**src/rtl/lab3_vector_sequencer_pkg.sv**
```systemverilog
// Shared definitions for the lab3 vector sequencer: sizes and FSM states.
package lab3_vector_sequencer_pkg;

  localparam int unsigned VEC_W   = 3;
  localparam int unsigned NUM_VEC = 8;
  localparam int unsigned CNT_W   = 4;

  typedef enum logic [1:0] {
    ST_IDLE   = 2'd0,
    ST_SETTLE = 2'd1,
    ST_SAMPLE = 2'd2,
    ST_DONE   = 2'd3
  } state_e;

endpackage

```
**src/rtl/lab3_settle_counter.sv**
```systemverilog
// Loadable down-counter that times how long each vector is held before sampling.
// It stops at zero; zero stays asserted until the next load.
module lab3_settle_counter
  import lab3_vector_sequencer_pkg::*;
(
  input  logic             clk,
  input  logic             rst,
  input  logic             load,
  input  logic [CNT_W-1:0] load_val,
  output logic             zero
);

  logic [CNT_W-1:0] cnt_q, cnt_d;

  // Next count: a load wins, otherwise count down and stop at zero
  always_comb begin
    cnt_d = cnt_q;
    if (load) begin
      cnt_d = load_val;
    end else if (cnt_q != '0) begin
      cnt_d = cnt_q - 1'b1;
    end
  end

  // Count register with synchronous reset
  always_ff @(posedge clk) begin
    if (rst) begin
      cnt_q <= '0;
    end else begin
      cnt_q <= cnt_d;
    end
  end

  assign zero = (cnt_q == '0);

endmodule

```
**src/rtl/lab3_vector_sequencer.sv**
```systemverilog
// Sweeps all eight {X,Y,Z} vectors into the block under test, samples F after a
// settle interval, and compares the captured truth table against EXP_TABLE.
module lab3_vector_sequencer
  import lab3_vector_sequencer_pkg::*;
#(
  parameter int unsigned          SETTLE_CYCLES = 2,
  parameter logic [NUM_VEC-1:0]   EXP_TABLE     = 8'b0110_1001
) (
  input  logic               clk,
  input  logic               rst,
  input  logic               start,
  input  logic               f_in,
  output logic               x_out,
  output logic               y_out,
  output logic               z_out,
  output logic               busy,
  output logic               done,
  output logic               pass,
  output logic [NUM_VEC-1:0] captured,
  output logic [NUM_VEC-1:0] mismatch,
  output logic [3:0]         err_count
);

  localparam logic [CNT_W-1:0] SETTLE_LOAD = CNT_W'(SETTLE_CYCLES);
  localparam logic [VEC_W-1:0] LAST_IDX    = VEC_W'(NUM_VEC - 1);

  state_e               state_q, state_d;
  logic [VEC_W-1:0]     idx_q, idx_d;
  logic [VEC_W-1:0]     xyz_q, xyz_d;
  logic [NUM_VEC-1:0]   captured_q, captured_d;
  logic [NUM_VEC-1:0]   mismatch_q, mismatch_d;
  logic [3:0]           err_count_q, err_count_d;
  logic                 pass_q, pass_d;
  logic                 cnt_load;
  logic                 cnt_zero;
  logic                 miss;

  lab3_settle_counter u_settle (
    .clk      (clk),
    .rst      (rst),
    .load     (cnt_load),
    .load_val (SETTLE_LOAD),
    .zero     (cnt_zero)
  );

  // Next-state, drive and capture/compare logic
  always_comb begin
    state_d     = state_q;
    idx_d       = idx_q;
    xyz_d       = xyz_q;
    captured_d  = captured_q;
    mismatch_d  = mismatch_q;
    err_count_d = err_count_q;
    pass_d      = pass_q;
    cnt_load    = 1'b0;
    miss        = f_in ^ EXP_TABLE[idx_q];

    unique case (state_q)
      ST_IDLE: begin
        if (start) begin
          idx_d       = '0;
          xyz_d       = '0;
          captured_d  = '0;
          mismatch_d  = '0;
          err_count_d = '0;
          pass_d      = 1'b0;
          cnt_load    = 1'b1;
          state_d     = ST_SETTLE;
        end
      end
      ST_SETTLE: begin
        if (cnt_zero) begin
          state_d = ST_SAMPLE;
        end
      end
      ST_SAMPLE: begin
        captured_d[idx_q] = f_in;
        mismatch_d[idx_q] = miss;
        err_count_d       = err_count_q + {3'b000, miss};
        if (idx_q == LAST_IDX) begin
          // pass is settled on entry to DONE so it is already valid with the done pulse
          pass_d  = (err_count_d == '0) && (mismatch_d == '0);
          state_d = ST_DONE;
        end else begin
          idx_d    = idx_q + 1'b1;
          xyz_d    = idx_q + 1'b1;
          cnt_load = 1'b1;
          state_d  = ST_SETTLE;
        end
      end
      ST_DONE: begin
        state_d = ST_IDLE;
      end
      default: state_d = ST_IDLE;
    endcase
  end

  // State and result registers with synchronous reset
  always_ff @(posedge clk) begin
    if (rst) begin
      state_q     <= ST_IDLE;
      idx_q       <= '0;
      xyz_q       <= '0;
      captured_q  <= '0;
      mismatch_q  <= '0;
      err_count_q <= '0;
      pass_q      <= 1'b0;
    end else begin
      state_q     <= state_d;
      idx_q       <= idx_d;
      xyz_q       <= xyz_d;
      captured_q  <= captured_d;
      mismatch_q  <= mismatch_d;
      err_count_q <= err_count_d;
      pass_q      <= pass_d;
    end
  end

  assign x_out     = xyz_q[2];
  assign y_out     = xyz_q[1];
  assign z_out     = xyz_q[0];
  assign busy      = (state_q == ST_SETTLE) || (state_q == ST_SAMPLE);
  assign done      = (state_q == ST_DONE);
  assign pass      = pass_q;
  assign captured  = captured_q;
  assign mismatch  = mismatch_q;
  assign err_count = err_count_q;

endmodule
```
**config.mk**
```make
export PLATFORM = sky130hd
export DESIGN_NAME = lab3_vector_sequencer
export DESIGN_NICKNAME = d
export VERILOG_FILES = /design/src/rtl/lab3_vector_sequencer_pkg.sv /design/src/rtl/lab3_settle_counter.sv /design/src/rtl/lab3_vector_sequencer.sv
export SDC_FILE = /design/constraint.sdc
export NUM_CORES = 1
export LEC_CHECK = 0
export CAP_MARGIN = 20
export CORE_ASPECT_RATIO = 1.25
export CORE_UTILIZATION = 35
export DETAILED_ROUTE_END_ITERATION = 6
export GPL_ROUTABILITY_DRIVEN = 0
export PLACE_DENSITY = 0.7
export SYNTH_ARGS = -nofsm -noshare
export SYNTH_HDL_FRONTEND = slang
export SYNTH_SLANG_ARGS = --single-unit
```
**constraint.sdc**
```tcl
create_clock -name clk -period 1.7 [get_ports clk]
set_input_delay 0.255 -clock clk [delete_from_list [all_inputs] [get_ports clk]]
set_output_delay 0.255 -clock clk [all_outputs]
set_load 0.1 [all_outputs]
```
# --- After elaboration in Yosys (flattened, before gate mapping) ---
# Memory sizes are Yosys's and may differ from the RTL's. A register that Yosys moved wholly into a read port is not among the register bits.
# Index checks and enable logic that the tools add are counted.
word_totals:
  reg_bits: 30
  mem_bits_ro: 8
  memories: 1
  output_inout_bits: 26
  input_bits: 4
mem_list:
  columns: ["memory", "words", "word_bits", "rd", "rd_clocked_by_memory_dff", "write_ports", "line", "rtl"]
  rows:
  - ["(no name shown)", 8, 1, 1, 1, 0, "lab3_vector_sequencer.sv:56", "miss = f_in ^ EXP_TABLE[idx_q];"]
op_classes:
  reduce_logical: 15
  muxes: 27
  n_addsub: 3
  magnitude_cmp: 2
  n_bitwise: 1
  n_eq_ne: 8
ops:
  columns: ["operator", "n"]
  rows:
  - ["8-bit case mux with 2 select lines", 2]
  - ["8-bit bitwise mux", 2]
  - ["3-bit two-way mux", 4]
  - ["2-bit two-way mux", 5]
  - ["4-bit logical NOT", 2]
  - ["8-bit logical NOT", 1]
  - ["8-bit two-way mux", 1]
  - ["2-bit inequality test, second input constant", 4]
  - ["2-bit case mux with 4 select lines", 1]
  - ["4-bit case mux with 2 select lines", 1]
  - ["1-bit two-way mux", 6]
  - ["3-bit case mux with 2 select lines", 1]
  - ["3-bit AND reduction", 2]
  - ["4-bit by 1-bit adder with 4-bit output", 1]
  - ["2-bit equality test, second input constant", 2]
  - ["3-bit by 4-bit < comparator with 1-bit output, second input constant", 1]
  - ["4-bit two-way mux", 1]
  - ["1-bit case mux with 2 select lines", 2]
  - ["2-bit AND reduction", 2]
  - ["2-bit nonzero test", 2]
  - ["4-bit nonzero test", 1]
  - ["4-bit by 1-bit subtractor with 4-bit output, second input constant", 1]
  - ["3-bit by 1-bit adder with 3-bit output, second input constant", 1]
  - ["1-bit demux with 3-bit select", 1]
  - ["other kinds (8)", 9]

# --- Longest topological paths before layout ---
# Gate-level depths: netlist (run 1).
depth:
  ltp_word: 9
  depth_mapped: 9

# --- By module ---
# From an unflattened synthesis (run 1), not the netlist that was laid out.
unflattened:
  hier_cells: 218
  hier_area_um2: 1756.7
by_module_without_submodules:
  columns: ["module", "cells_per_inst", "area_per_inst_um2", "seq_area_each_um2", "n_inst"]
  rows:
  - ["lab3_vector_sequencer", 194, 1527.7, 540.5, 1]
  - ["lab3_settle_counter", 24, 229.0, 80.1, 1]

# --- Worst setup path before layout (run 1) ---
# Ideal clock, no wire load.
synth_path:
  path_kind: "reg2reg"
  start: "register xyz_q[1]"
  end: "register with a tool-made name"
  slack_ps: -935
  n_path_buf: 0
  arrival_ps: 2563
  setup_time_ps: 72
  synth_period_minus_slack_ps: 2635
  stages_incl_launch_ff: 8
  path_cell_list: "dfxtp_1 > ha_1 > ha_1 > nor2b_4 > a22o_1 > a222oi_1 > xnor2_1 > mux2i_1"
synth_lines:
  columns: ["item", "line", "rtl"]
  rows:
  - ["start, declared", "lab3_vector_sequencer.sv:29", "logic [VEC_W-1:0] xyz_q, xyz_d;"]
  - ["start signal, assigned", "lab3_vector_sequencer.sv:111", "xyz_q <= xyz_d;"]

==> out/metrics.cfg, run 1 <==
[critical_path]
end_kind = register
arrival_ns = 2.02
cp_common_cell = ha_4
cp_data_required_time_ns = 1.91
crit_chain = ha_4 -> ha_4 -> a22o_1 -> a222oi_1 -> xnor2_1 -> mux2i_1
crit_family = compound AO/OA/AOI/OAI gates
slowest_stage = a222oi_1
reg2reg_slack_ns = -0.10
cp_slowest_stage_delay_ns = 0.44
path_buf_inv = 0
cp.depth = 6
criticalPathCategory = register to register
worst_setup_path_start_kind = register
critical_path.max_fanout = 2
worstReg2RegStart = xyz_q[1]
worstRegToRegCells = 6

[global_route]
antenna_found_initial = 0
grt_pass1_vias = 1746
grt_pass1_wl_um = 7890
grt_usage_pct = 20.1
grt_overflow = 0
grt_max_degree = 20

[drt]
drc = 0
routedWlPerCell_um = 14.1
drtPass1Iterations = 4
ant_nets = 0
wirelength_um = 4740
routed_via_density = 5.29
drt_iter0_drc = 108
vias = 1782

[min_path]
holdPathEnd = u_settle.cnt_q[0]
whs_path_depth = 1
hp-class = register to register
min-delay-start = u_settle.cnt_q[0]

[synthesis]
synth_top_area_share_pct = 37.0
syn_nets = 223
syn_area_mm2 = 0.00168
synthFlopType = dfxtp_1
ys_warn_count = 0
synth_top_area_cell = dfxtp_1
synthArstFlopShare_pct = 0
yosysUniqueCellTypes = 42
yosysMostFrequentCell = nor2_1
synth-seq-cells = 31
synthTopCellsByCount = 34 x nor2_1, 31 x dfxtp_1, 19 x nand2_1
synth.avg_cell_area_um2 = 7.95
synth_area_leaders = dfxtp_1 37%, nor2_1 7.6%, ha_1 6.0%
seq_area_frac_synth_pct = 37.0
synth_edf_count = 0
syn_inst = 211

[pwr]
power_frac_comb_pct = 56.5
power.leakage_uw = 0.00116
vdd_drop_max_mv = 1.40
clockPowerShare_pct = 17.5
p_seq_share_pct = 26.1
total_power_uw = 3360
p_per_area_mw_per_mm2 = 1180
switching_share_pct = 41.0
netSwitchingPower_uw = 1380
p_int_uw = 1980

[sta]
max_freq_mhz = 554
hold_viol = 0
tightestPinTransition_ns = 0.434
period_minus_slack_ns = 1.80
setup_viol = 3
slew_violations = 0
max_slew_margin_pct = 71.1
skew_ns = 0.00576
rsz0062_at_grt = true
fin_ws_ns = -0.104
fin_crit_sh_pct = 106

[floorplan]
die_h_um = 79.4
io_pins = 30
core_mm2 = 0.00449
rows = 27
dieArea_mm2 = 0.00507
die_w_um = 63.9
start_util_pct = 37.3

[clock_network]
cts_tree = done
cts_max_level = 2
root_buffer = clkbuf_8
cts.clk_slew.worst_paths_ns = 0.06
hold_buffers = 0
cts_buffers = 5
cts_max_path_buffers = 2
cts_sinks = 31
clk-insertion-delay-late_ns = 0.29

[cells_and_area]
stdcell_count = 337
area_growth_pct = 69.6
fin_area_mm2 = 0.00284
layout-drive-gt1-share_pct = 40.9
diodes = 0
final_util_pct = 63.3
fin_nets = 291

[flow_run]
maxCapViolations = 0

[place]
place_hpwl_um = 3290
dpl_cell_area_mm2 = 0.00259
port_buffers = 29
post-place-ws_ns = -0.498
dp.cells = 326

[run_status]
violations = negative setup slack
outcome = finished, violations left

power groups by stage:
stage | sequential, uW | clock, uW | combinational (uW)
detailed placement | 882 | 0 | 1580
finish | 875 | 586 | 1900
global placement | 876 | 0 | 1560
floorplan | 989 | 0 | 813
CTS | 875 | 602 | 1760
global route | 886 | 634 | 2020
worst max path at each step:
stage                     to  slack (ns)  startpoint
floorplan           register       -0.23    xyz_q[1]
finish              register       -0.10    xyz_q[1]
global placement        pass       -0.38        f_in
detailed placement      pass       -0.50        f_in
CTS                 register       -0.11    xyz_q[1]
global route        register       -0.19    xyz_q[1]
registers in the layout, summed over array words and instances, names as in the netlist, named ones only:
register and cells:
captured 8, mismatch 8, err_count 4, u_settle.cnt_q 4
xyz_q 3, state_q 2, pass 1
cell usage in the layout (no fill, tap or decap), types with 8 or more instances in the layout:
master | synthesis | final
a21oi_1 | 15 | 14
a22oi_1 | 9 | 8
buf_12 | 0 | 26
buf_4 | 0 | 38
dfxtp_1 | 31 | 18
dfxtp_2 | 0 | 10
nand2_1 | 19 | 17
nand3_1 | 10 | 10
nor2_1 | 34 | 30
o21ai_0 | 14 | 10
per-stage QoR:
stage | setup TNS [ns] | hold slack [ns]
2_1_floorplan | -0.228 | 0.415
3_3_place_gp | -2.01 | 0.456
3_5_place_dp | -2.42 | 0.469
4_1_cts | -0.168 | 0.483
5_1_grt | -0.463 | 0.498
6_report | -0.173 | 0.476
metal layers:
metal	share of wire, %	vias to the layer above	global-route usage (%)
met2	52	55	35.0
met5	0	-	0
li1	-	887	-
met3	4.9	16	4.14
met1	40	824	22.6
met4	3.1	0	10.9
area by class of cell:
type,count,area [um^2]
repair buffers,72,891
clock buffers,6,82.6
flip-flops and latches,31,644
inverters,5,18.8
multi-input cells,164,1130
well taps,58,72.6
clock inverters,1,5.00
fillers,355,1650
timing repair:
action / 4_1_cts / 5_1_grt
setup endpoints to repair: 21 / 24
pin swaps: 12 / 9
buffers inserted: 3 / 1
gates cloned: 1 / 0
resized for setup: 20 / 18
cell families after synthesis:
kind of cell    count (synthesis)  synth area share (%)
compound gates                 54                  20.2
xor+xnor                        6                  3.13
flops                          31                  37.0
mux                             7                  4.18
buf+inv                        16                  4.10
simple gates                   89                  25.4
fa+ha+maj                       8                  5.97
No activity file was read; power rests on OpenSTA's default activity.
==> inputs of run 2 (changes only) <==
- CORE_UTILIZATION: 35 -> 45
- PLACE_DENSITY: 0.7 -> 0.77
==> run 2 against run 1 <==
  * The run still ends with negative setup slack left
  * Critical path depth increased by 3
  * Worst hold slack improved by 0.00094 ns
  * Non-clock buffer count rose by 6
  * Clock-buffer cell count shrank 1
  * Largest cell class unchanged
  * Largest power group unchanged
  * Highest routed layer unchanged
==> out/metrics.cfg, run 2 (synthesis results as in run 1) <==
[pwr]
total_power_uw = 3640
power.leakage_uw = 0.00119
p_per_area_mw_per_mm2 = 1240
vdd_drop_max_mv = 1.59

[floorplan]
start_util_pct = 47.7
io_pins = 30
die_h_um = 70.2
dieArea_mm2 = 0.00398
core_mm2 = 0.00351
rows = 24
die_w_um = 56.6

[critical_path]
worst_setup_path_start_kind = register
worstRegToRegCells = 9
cp_slowest_stage_delay_ns = 0.34
slowest_stage = dfxtp_2
cp_data_required_time_ns = 1.92
cp_common_cell = buf_4
reg2reg_slack_ns = -0.15
critical_path.max_fanout = 5
arrival_ns = 2.08
criticalPathCategory = register to register
end_kind = register
crit_chain = buf_4 -> inv_2 -> ha_4 -> buf_4 -> inv_1 -> a222oi_1 -> buf_4 -> xnor2_2 -> mux2i_1
worstReg2RegStart = state_q[1]

[sta]
setup_viol = 9
final.setup.tns_ns = -0.564
skew_ns = 0.00580
max_slew_margin_pct = 76.5
max_freq_mhz = 539
period_minus_slack_ns = 1.85
holdWs_ns = 0.476
hold_viol = 0
rsz0062_at_grt = true
fin_ws_ns = -0.155
slew_violations = 0
tightestPinTransition_ns = 0.351
fin_crit_sh_pct = 109

[place]
post-place-ws_ns = -0.415
port_buffers = 29
place_hpwl_um = 3320

[clock_network]
cts_tree = done
cts.clk_slew.worst_paths_ns = 0.07
cts_buffers = 5
clk-insertion-delay-late_ns = 0.30
cts_sinks = 31
root_buffer = clkbuf_8
cts_max_level = 2
cts_max_path_buffers = 2

[global_route]
grt_usage_pct = 27.2
grt_overflow = 0
grt_pass1_vias = 1836
grt_max_degree = 20
antenna_found_initial = 0
grt_pass1_wl_um = 8200

[run_status]
violations = negative setup slack
outcome = finished, violations left

[cells_and_area]
area_growth_pct = 74.5
final_common_cell = buf_4
diodes = 0
layout-drive-gt1-share_pct = 44.8
multiInputGateArea_mm2 = 0.00115
final_util_pct = 83.3
fill_cells = 178
seq_area_um2 = 644
fin_nets = 297
final_cell_mix = 44 x buf_4, 30 x nor2_1, 27 x buf_12

[drt]
vias = 1920
routedWlPerCell_um = 17.7
drtPass1Iterations = 6
drt_iter0_drc = 160
wirelength_um = 5760
drc = 0
routed_via_density = 5.91
ant_nets = 0

[flow_run]
maxCapViolations = 0

[min_path]
hp-class = register to register
holdPathEnd = u_settle.cnt_q[3]
whs_path_depth = 1
min-delay-start = u_settle.cnt_q[3]

[run 2: cell type report]
cell class | count | area share (%)
Clock buffer | 5 | 2.35
Clock inverter | 3 | 1.33
Inverter | 5 | 0.642
Multi-Input combinational cell | 164 | 39.2
Sequential cell | 31 | 22.0
Tap cell | 39 | 1.67
Timing Repair Buffer | 78 | 32.8
[run 2: worst max-delay path by stage]
stage / start / to / cells past startpoint
2_1_floorplan: xyz_q[1] / register / 6
3_3_place_gp: f_in / pass / 8
3_5_place_dp: f_in / pass / 8
4_1_cts: xyz_q[1] / register / 6
5_1_grt: xyz_q[1] / register / 7
6_report: state_q[1] / register / 9
[run 2: what timing repair did]
item	CTS	global route
gates resized for setup	21	27
hold buffers	0	0
setup endpoints to repair	15	23
setup buffers	7	6
pin swaps	10	16
gates cloned	1	0
[run 2: power breakdown]
group | internal, uW | switching [uW]
logic | 922 | 1110
clock network | 429 | 298
registers | 802 | 72.4
total | 2150 | 1490
[run 2: critical path: cells and delay by family, from the launching register on]
kind,cells,cell delay (ns)
xor+xnor,1,0.11
buf+inv,5,0.61
mux,1,0.23
fa+ha+maj,1,0.15
compound gates,1,0.34
flops,1,0.34
[run 2: metal layers]
| layer | GRT usage, % | vias to the layer above | routed length, um |
|---|---|---|---|
| met1 | 26.9 | 903 | 2000 |
| met5 | 0 | - | 0 |
| met4 | 20.1 | 0 | 268 |
| met2 | 47.8 | 89 | 3170 |
| met3 | 6.85 | 29 | 318 |
| li1 | - | 899 | - |
[run 2: stage by stage]
stage,cells,instance area (um^2)
2_1_floorplan,211,1730
3_3_place_gp,303,2550
3_5_place_dp,303,2550
4_1_cts,319,2810
5_1_grt,325,2930
6_report,325,2930
==> edit: new RTL, flow settings as in run 2 <==
`VEC_W`: 3 -> 6.
--- a/src/rtl/lab3_vector_sequencer_pkg.sv
+++ b/src/rtl/lab3_vector_sequencer_pkg.sv
@@ -1,7 +1,7 @@
 // Shared definitions for the lab3 vector sequencer: sizes and FSM states.
 package lab3_vector_sequencer_pkg;
 
-  localparam int unsigned VEC_W   = 3;
+  localparam int unsigned VEC_W   = 6;
   localparam int unsigned NUM_VEC = 8;
   localparam int unsigned CNT_W   = 4;
 
Formal check against the unedited RTL: same outputs for any inputs over 10 cycles, from zero or initial values and one cycle with rst high; that may be too few to reach the edited logic, so the function may still have changed.
==> edit against run 2 <==
- the flow still finishes with violations (negative setup slack)
- critical path depth shrank 2
- largest cell class unchanged
- wire length grew 13%
- area after synthesis grew 10%
- sequential cell count grew 3
- cell area grew 10%
- critical path type unchanged
- clock power shrank 14%
- total power grew 7.0%
- clock skew grew 0.0065 ns
- worst hold slack gained 0.012 ns
- setup slack lost 0.45 ns
==> edit: results (changes against run 2) <==
* Outcome: finished, violations left (unchanged)
* Failing checks: negative setup slack (unchanged)
* Sequential fraction of the synthesis area at 0.369 (was 0.370)
* Met3 wire length at 352 um (was 318 um)
* Hold_sp: u_settle.cnt_q[3]$_SDFFE_PP0P_ (was u_settle.cnt_q[3]$_SDFFE_PP0N_)
* Vias in the first global route at 2018 (was 1836)
* Pre-CTS setup slack at -0.903 ns (was -0.415 ns)
* Vias per inst at 5.84 (was 5.91)
* Pleak at 1.26 nW (was 1.19 nW)
* Power Dens Cells at 1210 nW/um^2 (was 1240 nW/um^2)
* Syn Inst Count at 225 (was 211)
* Area growth from synthesis to layout at 74.5% (about the same)
* Largest net degree at the start of global routing at 14 (was 20)
* Share of cells above drive strength 1 at 0.472 (was 0.448)
* Reported clock group power at 0.624 mW (was 0.727 mW)
* Setup_tns at -1.36 ns (was -0.564 ns)
* Met1 usage at 0.325 (was 0.269)
* Max VDD drop at 0.784 mV (was 1.59 mV)
* Synth area leaders: dfxtp_1 (37%), nor2_1 (8.3%), ha_1 (5.4%), mux2i_1 (5.4%), a22oi_1 (4.1%) (was dfxtp_1 (37%), nor2_1 (7.6%), ha_1 (6.0%), a21oi_1 (4.5%), nand2_1 (4.3%))
* Syn Nets at 237 (was 223)
* First-pass GRT wire length at 9370 um (was 8200 um)
* Grt met2 use at 0.488 (was 0.478)
* Worst Tran Pin Value at 0.347 ns (was 0.351 ns)
* Crit path max fanout at 2 (was 5)
* Wl on met1 at 2520 um (was 2000 um)
* Worst Hold Endpoint: u_settle.cnt_q[3]$_SDFFE_PP0P_ (was u_settle.cnt_q[3]$_SDFFE_PP0N_)
* Total GRT Usage at 0.290 (was 0.272)
* Critical Path AT at 2.52 ns (was 2.08 ns)
* Drt pass-1 iters at 4 (was 6)
* Setup ws final at -0.602 ns (was -0.155 ns)
* Met3 global-route usage at 0.0739 (was 0.0685)
* Final setup viols at 11 (was 9)
* HPWL Detailed at 3710 um (was 3320 um)
* Count of cell types in the netlist at 44 (was 42)
* Hold_ws at 0.488 ns (was 0.476 ns)
* Layout Nets at 310 (was 297)
[edit: area by class of cell]
type,count,area share
clock inverter,1,0.00156
timing repair buffer,81,0.313
sequential,34,0.218
multi-input combinational,173,0.415
tap,54,0.0210
inverter,3,0.00428
clock buffer,7,0.0268
[edit: worst max-delay path: stages, from the launching register on]
cell     delay (ns)
dfxtp_1        0.37
xor2_2         0.21
ha_2           0.24
ha_1           0.26
nor4_1         0.30
nand3_1        0.16
or4b_4         0.50
o31ai_2        0.20
[edit: cells by family after synthesis]
kind of cell / Yosys count / share of synthesized area
buf+inv: 18 / 0.0468
xor+xnor: 6 / 0.0285
compound gates: 52 / 0.187
mux: 12 / 0.0665
simple gates: 95 / 0.248
fa+ha+maj: 8 / 0.0543
flops: 34 / 0.369
[edit: timing repair]
action,4_1_cts,5_1_grt
hold endpoints to repair,0,0
resized for setup,36,43
buffers inserted,5,4
setup endpoints to repair,17,26
pin swaps,12,20
